===== src/rtl/pll_lock_supervisor.sv =====
// Turns the raw PLL lock into a sequenced, glitch-free active-low reset for one clock domain.
// Latency: rst_out_n rises SYNC_STAGES+1+STABLE_CYCLES+RST_HOLD edges after locked_raw rises; falls SYNC_STAGES+1 edges after it drops.
// Backpressure: none; locked_raw and clr_err are level-sampled on every clk edge.
//
// Ports:
//   clk, rst_n   domain clock, asynchronous active-low reset
//   locked_raw   PLL lock, asynchronous to clk (synchronised internally)
//   clr_err      synchronous clear of lost / lost_cnt
//   rst_out_n    registered downstream reset, low until the lock has qualified
//   ready        same value as rst_out_n (high only in RUN)
//   lost         sticky flag: lock dropped while in RUN
//   lost_cnt     saturating count of RUN lock losses
//   state        0 WAIT_LOCK, 1 STABLE, 2 HOLD, 3 RUN
//
// Optional build macro PLL_SUP_GLITCH_FILTER_EN: when defined, RUN only exits
// after the synchronised lock reads low on two consecutive edges.

module pll_lock_supervisor #(
  parameter int SYNC_STAGES   = 2,
  parameter int STABLE_CYCLES = 1024,
  parameter int RST_HOLD      = 16,
  parameter int CNT_W         = 8
) (
  input  logic             clk,
  input  logic             rst_n,
  input  logic             locked_raw,
  input  logic             clr_err,
  output logic             rst_out_n,
  output logic             ready,
  output logic             lost,
  output logic [CNT_W-1:0] lost_cnt,
  output logic [1:0]       state
);

  localparam int MAX_CYC = (STABLE_CYCLES > RST_HOLD) ? STABLE_CYCLES : RST_HOLD;
  localparam int CW      = $clog2(MAX_CYC) + 1;
  localparam logic [CW-1:0] STABLE_LAST = CW'(STABLE_CYCLES - 1);
  localparam logic [CW-1:0] HOLD_LAST   = CW'(RST_HOLD - 1);

  typedef enum logic [1:0] {
    WAIT_LOCK = 2'd0,
    STABLE    = 2'd1,
    HOLD      = 2'd2,
    RUN       = 2'd3
  } state_t;

  state_t                 st;
  state_t                 nxt;
  logic [SYNC_STAGES-1:0] sync_q;
  logic                   lock_s;
  logic [CW-1:0]          cnt;
  logic                   loss_evt;
`ifdef PLL_SUP_GLITCH_FILTER_EN
  logic                   low_q;    // lock_s was low on the previous RUN edge
`endif

  assign lock_s = sync_q[SYNC_STAGES-1];
  assign state  = st;

  // Next-state decision; lock_s low always takes priority over the counter.
  always_comb begin
    nxt      = st;
    loss_evt = 1'b0;
    case (st)
      WAIT_LOCK: begin
        if (lock_s) nxt = STABLE;
      end
      STABLE: begin
        if (!lock_s)                nxt = WAIT_LOCK;
        else if (cnt == STABLE_LAST) nxt = HOLD;
      end
      HOLD: begin
        if (!lock_s)               nxt = WAIT_LOCK;
        else if (cnt == HOLD_LAST) nxt = RUN;
      end
      RUN: begin
`ifdef PLL_SUP_GLITCH_FILTER_EN
        if (!lock_s && low_q) begin
`else
        if (!lock_s) begin
`endif
          nxt      = WAIT_LOCK;
          loss_evt = 1'b1;
        end
      end
      default: nxt = WAIT_LOCK;
    endcase
  end

  always_ff @(posedge clk or negedge rst_n) begin
    if (!rst_n) begin
      sync_q    <= '0;
      st        <= WAIT_LOCK;
      cnt       <= '0;
      rst_out_n <= 1'b0;
      ready     <= 1'b0;
      lost      <= 1'b0;
      lost_cnt  <= '0;
`ifdef PLL_SUP_GLITCH_FILTER_EN
      low_q     <= 1'b0;
`endif
    end else begin
      sync_q <= {sync_q[SYNC_STAGES-2:0], locked_raw};
      st     <= nxt;

      // Counter only advances while qualifying; any state change restarts it.
      if (nxt != st || st == WAIT_LOCK || st == RUN)
        cnt <= '0;
      else
        cnt <= cnt + 1'b1;

      // Registered from next state so the reset edge lines up with the state edge.
      rst_out_n <= (nxt == RUN);
      ready     <= (nxt == RUN);

      // A loss on the same edge as clr_err wins: the clear is applied first,
      // then this loss is counted on top of it.
      if (loss_evt) begin
        lost <= 1'b1;
        if (clr_err)
          lost_cnt <= CNT_W'(1);
        else if (!(&lost_cnt))
          lost_cnt <= lost_cnt + 1'b1;
      end else if (clr_err) begin
        lost     <= 1'b0;
        lost_cnt <= '0;
      end

`ifdef PLL_SUP_GLITCH_FILTER_EN
      // Only tracks while staying in RUN, so entering RUN starts it clear.
      if (st == RUN && nxt == RUN)
        low_q <= ~lock_s;
      else
        low_q <= 1'b0;
`endif
    end
  end

endmodule


===== config.mk =====
export PLATFORM = sky130hd
export DESIGN_NAME = pll_lock_supervisor
export DESIGN_NICKNAME = d
export VERILOG_FILES = /design/src/rtl/pll_lock_supervisor.sv
export SDC_FILE = /design/constraint.sdc
export NUM_CORES = 1
export LEC_CHECK = 0
export ABC_AREA = 1
export CAP_MARGIN = 20
export CORE_ASPECT_RATIO = 1.5
export CORE_MARGIN = 3
export CORE_UTILIZATION = 25
export DETAILED_ROUTE_END_ITERATION = 10
export MAX_ROUTING_LAYER = met4
export PLACE_DENSITY = 0.49
export SYNTH_ARGS = -nofsm -noshare
export SYNTH_HDL_FRONTEND = slang
export SYNTH_SLANG_ARGS = --single-unit

===== constraint.sdc =====
create_clock -name clk -period 2.5 [get_ports clk]
set_clock_uncertainty 0.05 [all_clocks]
set_input_delay 0.5 -clock clk [delete_from_list [all_inputs] [get_ports clk]]
set_output_delay 0.5 -clock clk [all_outputs]
set_load 0.005 [all_outputs]

* Word-level counts from Yosys, hierarchy flattened
Index checks and enable logic that the tools add are counted.
W data, S select, Z words.
** Storage, ports and cells
- Bits in registers :: 25
- Input port bits :: 4
- Output and inout port bits :: 13
** Operators by class
- Add/sub/neg operators :: 2
- Equal/unequal tests :: 8
- Mux-type cells :: 16
- Reduce and logical (&&, ||, !) cells :: 6
** Operators by type and width (count)
- $mux W8 :: 4
- $mux W2 :: 6
- $add A11 B1 Y11 const B :: 1
- $eq A11 B10 Y1 const B :: 1
- $eq A11 B4 Y1 const B :: 1
- $mux W11 :: 1
- $add A8 B1 Y8 const B :: 1
- $pmux W2 S4 :: 1
- $reduce_and A8 Y1 :: 1
- $eq A2 B2 Y1 const B :: 3
- $mux W1 :: 4
- $eq A2 B1 Y1 const B :: 1
- $logic_not A2 Y1 :: 1
- $logic_or A1 B1 Y1 :: 2
- $ne A2 B2 Y1 :: 1
- $ne A2 B2 Y1 const B :: 1
- $reduce_and A2 Y1 :: 1
- $reduce_bool A2 Y1 :: 1

* Depth between registers and ports, before layout
Gate-level depths: netlist (run 1).
- Depth in word-level cells :: 8
- Gate-level depth with buffers :: 10
- Mapped depth without buffers :: 10

* Worst setup path before layout (run 1)
Ideal clock, no wire load.
- Kind :: register -> register
- Start point :: register cnt[0]
- End point :: register cnt[0]
- Library setup time :: 0.127 ns
- Arrival time :: 1.346 ns
- Path slack :: 0.977 ns
- Stages on the path, launching flop included :: 10
- Path buffers :: 1
- Clock period less this slack :: 1.523 ns
- Path through :: dfrtp_1 -> ha_1 -> nand2_2 -> nor2_4 -> nand2_2 -> nor2_4 -> nand3_2 -> nand3_2 -> buf_12 -> nor3_2
** Between the ends
- Longest elaborated chain between the ends :: 8
- Elaborated cells between the ends (all ways) :: 12
- Those cells by class :: 1 x add/sub; 3 x eq/ne; 6 x mux; 2 x reduce/logical
** Ends and longest elaborated chain
- start: declaration :: RTL line 51 : logic [CW-1:0] cnt;
- start signal: assignment :: RTL line 110 : cnt <= cnt + 1'b1;
- $eq A11 B4 Y1 or $eq A11 B10 Y1 (tied branches) :: RTL line 74, 70
- $mux W2 (on tied branches) :: RTL line 74, 70
- $mux W2 (on tied branches) :: RTL line 73, 69
- $pmux W2 S4 :: RTL line 64 : case (st)
- $ne A2 B2 Y1 :: RTL line 107 : if (nxt != st || st == WAIT_LOCK || st == RUN)
- $logic_or A1 B1 Y1 (2 in series) :: RTL line 107
- $mux W11 (*) :: RTL line 107
Every way passes the cells marked *; elsewhere a longest branch is shown, timed or not.
A chain may end at the register's enable or synchronous reset.

* Worst setup path in the final report (run 1)
- Start point :: register st[1] (netlist: state[1])
- End point :: output port state[1]
** RTL lines
- start: declaration :: RTL line 47 : state_t st;
- start signal: assignment :: RTL line 104 : st <= nxt;
- end: declaration :: RTL line 32 : output logic [1:0] state
No word-level cell between the ends.

==> flow_summary.toml, run 1 <==
[routing]
wl_met1_um = 1160
routed-wl-met2_um = 1530
met3_length_um = 77
wl_per_cell_um = 10.7
via_per_inst = 4.26
dr.pass1.iters = 2
drt_iter0_drc = 27
ant_nets = 0
top_layer = "met4"
vias = 1121
drc = 0
wirelength_um = 2800

[worst_setup_path]
slowest_delay_ps = 540
cp.depth = 1
start_kind = "flip-flop"
crit_fanout = 7
worstSetupPathType = "reg -> out"
end_kind = "output port"
critical_path_buf_inv_count = 1
cp_cell_sequence = "clkdlybuf4s50_1"
reg2reg_depth = 8
required_ps = 1950
cp.arrival_ps = 1280
path_delay_family = "buffers and inverters"
slowest_stage = "clkdlybuf4s50_1"

[layout]
nNetsFinal = 200
layout-drive-gt1-share_pct = 16.1
antenna_cells = 0
area_delta_synth_final_pct = 18.3
final_core_util_pct = 30.7

[sta]
holdWs_ps = 304
hold_violations = 0
period_minus_slack_ps = 1830
max_freq_ghz = 0.546
rsz0062_at_grt = "no"
fin_crit_sh_pct = 73.3
relSlewSlack_pct = 77.0
setup_violations = 0
worst_slew_pin_slew_ps = 345
finalSetupTns_ps = 0
drv_slew = 0

[worst_hold_path]
hold_class = "reg -> reg"
worstHoldPathCells = 0

[clock_network]
clk_pin_slew_worst_paths_ps = 90
postCtsSetupBuffers = 0
ctsResizeCount = 0
clock_sinks = 25
ctsHoldBuffers = 0
htreeDepth = 1
clkLatencyLatePin_ps = 270
cts_tree = "yes"
clockBufferDepth = 2
cts_made_buffers = 3
cts_root_buf = "clkbuf_8"

[pwr]
comb_power_share_pct = 11.0
leakagePower_nw = 0.730
swShare_pct = 26.2
switching_power_uw = 196
p_int_uw = 551
clockPowerShare_pct = 31.8
powerDensity_nw_per_um2 = 439
ir_drop_mv = 0.145
pwr-share-seq_pct = 57.3

[placed_design]
finalWeightedCongestion = 0.741
hpwl_um = 2230
port_buffers = 16

[floorplanning]
core_um2 = 5530
num_rows = 33
dieArea_um2 = 6720
start_util_pct = 26.0
top_level_ports = 17
die_w_um = 67.9
die_h_um = 98.9

[synthesis]
syn_area_um2 = 1440
yosys_warnings = 0
syn_inst = 175
synth_ff_type = "dfrtp_1"
ys_seq_area_share_pct = 43.5
synth-seq-cells = 25
yosysUniqueCellTypes = 26
synth_async_sr_flop_share_pct = 100
yosysTopAreaCell = "dfrtp_1"
synth-edff-count = 0
avgSynthCellArea_um2 = 8.22
synth_nets = 181
synth_area_leaders = "dfrtp_1, nand2_1, nor3_2"
synth_top_area_share_pct = 43.5

[status]
status = "finished, final reports clean"

[run]
cap_violations = 0

[global_routing]
grt_pass1_wl_um = 4900
grt_pass1_vias = 1136
gr-usage-all-layers_pct = 9.63
grt_max_degree = 26
antenna_found_initial = 0
grt_remaining_overflow = 0
## cell usage after synthesis (2+ instances only)
cell / number
dfrtp_1: 25
ha_1: 2
nor2_4: 3
o21ai_1: 3
nand3_2: 4
nor3_1: 2
nand4_1: 4
nand3_1: 12
nand2_2: 4
nor3_2: 10
nor2_1: 13
nand2_1: 45
a21oi_1: 4
xor2_1: 4
o21ai_0: 4
inv_2: 3
inv_1: 24
## registers in the layout, indices dropped and copies added (netlist names)
name	cells
lost_cnt	8
ready	1
lost	1
state	2
sync_q	2
cnt	11
## kinds of logic after synthesis
group | Yosys count | synth area share, %
AOI/OAI and AO/OA | 12 | 4.35
DFF | 25 | 43.5
xor gates and xnor gates | 5 | 3.05
buffers and inverters | 31 | 10.0
and+or+nand+nor | 100 | 37.3
adders and majority gates | 2 | 1.74
## through the flow
| step | cell area [um2] | setup WS, ps | total power [mW] | instances |
|---|---|---|---|---|
| after global placement | 1650 | 748 | 0.521 | 259 |
| final | 1700 | 668 | 0.746 | 263 |
| after CTS | 1700 | 654 | 0.765 | 263 |
| after global routing | 1700 | 545 | 0.792 | 263 |
| after detailed placement | 1650 | 711 | 0.520 | 259 |
| after floorplan | 1440 | 977 | 0.502 | 175 |
## area by class of cell
class                           instances  area, um2
Clock buffer                            3       41.3
Clock inverter                          1       5.00
Fill cell                             606       3830
Inverter                               28        105
Multi-Input combinational cell        119        668
Sequential cell                        25        626
Tap cell                               70       87.6
Timing Repair Buffer                   17        168
## routing by layer
metal	GRT usage, %	vias up
li1	-	587
met1	10.1	513
met2	17.7	16
met4	2.76	0
met3	1.71	5
met5	-	-
## power by group through the flow
stage / Clock (mW) / Sequential [mW] / Combinational [mW]
final: 0.237 / 0.427 / 0.0819
after floorplan: 0 / 0.433 / 0.0686
after detailed placement: 0 / 0.436 / 0.0847
after global routing: 0.268 / 0.430 / 0.0934
after global placement: 0 / 0.435 / 0.0852
after CTS: 0.252 / 0.428 / 0.0849
## layout by cell type (no fill, tap or decap), types with 4 or more instances in the layout
cell             count
nand2_1             45
dfrtp_1             25
inv_1               24
clkdlybuf4s50_1     16
nor2_1              13
nand3_1             12
nor3_2              10
nand2_2              4
o21ai_0              4
nand3_2              4
nand4_1              4
a21oi_1              4
xor2_1               4
## worst paths after layout
kind | from | slack [ps] | to
min in group asynchronous | rst_n | 550 | lost_cnt[3]$_DFFE_PN0P_
hold / removal | sync_q[0]$_DFF_PN0_ | 300 | sync_q[1]$_DFF_PN0_
max in group asynchronous | rst_n | 1610 | lost$_DFFE_PN0P_
setup / recovery | state[1]$_DFF_PN0_ | 670 | state[1]
setup reg to reg | cnt[0]$_DFF_PN0_ | 710 | cnt[10]$_DFF_PN0_
hold reg to reg | sync_q[0]$_DFF_PN0_ | 300 | sync_q[1]$_DFF_PN0_
No activity file was read; power rests on OpenSTA's default activity.
==> inputs of run 2 (changes only) <==
Settings changed: PLACE_DENSITY 0.49 to 0.5.
Clock period 2.5 ns to 1.5 ns, I/O delays scaled along.
==> run 2 against run 1 <==
Against the previous run:
- power rose by 85%
- register-to-register slack got worse by 700 ps
- combinational power rose to 3.2 times the previous value
- first-iteration DRC count rose by 37%
- flip-flop and latch count did not move
- die area did not move
- largest cell class unchanged
- highest routed layer unchanged
==> flow_summary.toml, run 2 (synthesis results as in run 1) <==
[global_routing]
grt_remaining_overflow = 0
grt_pass1_wl_um = 5280
antenna_found_initial = 0
gr-usage-all-layers_pct = 10.6
grt_max_degree = 26
grt_pass1_vias = 1210

[pwr]
powerDensity_nw_per_um2 = 654
leakagePower_nw = 1.09
pwr-share-seq_pct = 51.0
comb_power_share_pct = 19.3
switching_power_uw = 382
p_int_mw = 1.00
p_total_mw = 1.38
swShare_pct = 27.6
clockPowerShare_pct = 29.7
ir_drop_mv = 0.295

[placed_design]
finalWeightedCongestion = 0.811
hpwl_um = 2360
port_buffers = 16
placed_cell_area_um2 = 1800

[sta]
finalSetupTns_ps = 0
relSlewSlack_pct = 80.4
drv_slew = 0
max_freq_ghz = 0.670
rsz0062_at_grt = "yes"
setup_violations = 0
fin_crit_sh_pct = 99.5
period_minus_slack_ps = 1490
worst_slew_pin_slew_ps = 295
hold_violations = 0

[run]
cap_violations = 0

[routing]
via_per_inst = 4.37
wirelength_um = 3450
ant_nets = 0
wl_per_cell_um = 11.8
drt_iter0_drc = 37
drc = 0
vias = 1280
dr.pass1.iters = 4

[clock_network]
cts_made_buffers = 3
clk_pin_slew_worst_paths_ps = 90
clockBufferDepth = 2
cts_tree = "yes"
ctsHoldBuffers = 0
clock_sinks = 25
clkLatencyLatePin_ps = 270
htreeDepth = 1
cts_root_buf = "clkbuf_8"

[worst_setup_path]
end_kind = "flip-flop"
crit_fanout = 4
cp.arrival_ps = 1620
start_kind = "flip-flop"
worstSetupPathType = "reg -> reg"
required_ps = 1620
reg2reg_depth = 9

[layout]
area_delta_synth_final_pct = 47.0
largest_register = "cnt"
final_area_um2 = 2110
layout-drive-gt1-share_pct = 35.9
layout_commonest_cell = "nand2_1"
largest_reg_flops = 11
reg.largest.list = "cnt (11), lost_cnt (8)"
final_cell_mix = "nand2_1, inv_1, buf_4"
nNetsFinal = 230
antenna_cells = 0
final_core_util_pct = 38.2

[floorplanning]
top_level_ports = 17
die_w_um = 67.9
dieArea_um2 = 6720
core_um2 = 5530
start_util_pct = 26.0
die_h_um = 98.9
num_rows = 33

[worst_hold_path]
worstHoldPathCells = 0
hold_class = "reg -> reg"

[status]
status = "finished, final reports clean"
## run 2: power groups by stage
stage	combinational, mW	sequential [mW]	clock [mW]
2_1_floorplan	0.114	0.723	0
3_3_place_gp	0.213	0.720	0
3_5_place_dp	0.215	0.721	0
4_1_cts	0.232	0.702	0.438
5_1_grt	0.286	0.707	0.465
6_report	0.266	0.706	0.411
## run 2: cell type report
| type | instances | area [um2] |
|---|---|---|
| clock inverter | 1 | 5.00 |
| fill | 590 | 3420 |
| multi-input combinational | 120 | 791 |
| tap | 70 | 87.6 |
| clock buffer | 3 | 41.3 |
| inverter | 28 | 105 |
| sequential | 25 | 629 |
| timing repair buffer | 46 | 454 |
## run 2: path summary, 6_finish.rpt
check | startpoint | to | slack, ps
max | cnt[1]$_DFF_PN0_ | cnt[0]$_DFF_PN0_ | 7
min | sync_q[0]$_DFF_PN0_ | sync_q[1]$_DFF_PN0_ | 300
max reg2reg | cnt[1]$_DFF_PN0_ | cnt[0]$_DFF_PN0_ | 7
min reg2reg | sync_q[0]$_DFF_PN0_ | sync_q[1]$_DFF_PN0_ | 300
max in group asynchronous | rst_n | state[0]$_DFF_PN0_ | 920
min in group asynchronous | rst_n | lost_cnt[2]$_DFFE_PN0P_ | 320
## run 2: critical path, stage by stage (launching register included)
cell and delay, ps:
dfrtp_1 390, ha_4 160, nand2_4 50, nor2_4 110, nand2_2 90, nor2_4 100, nand3_2 90, nand3_4 140
clkbuf_16 160, nor3_2 30
## run 2: layer usage
layer / vias up / global-route usage (%) / share of wire [%]
li1: 646 / - / -
met1: 585 / 10.5 / 36
met2: 38 / 19.2 / 56
met3: 11 / 1.94 / 4.4
met4: 0 / 4.75 / 3.5
met5: - / - / 0
## run 2: timing repair
item | in CTS | in global routing
buffers inserted | 10 | 4
pin swaps | 1 | 10
gates cloned | 0 | 2
setup endpoints to repair | 20 | 23
resized for setup | 11 | 35
## run 2: per-stage QoR
stage / setup WS [ps] / cells / hold WS (ps)
after detailed placement: -24.3 / 273 / 285
after CTS: -29.8 / 287 / 307
after global placement: -8.02 / 273 / 281
after global routing: -67.9 / 293 / 314
final: 7.17 / 293 / 305
after floorplan: 9.92 / 175 / -45.6
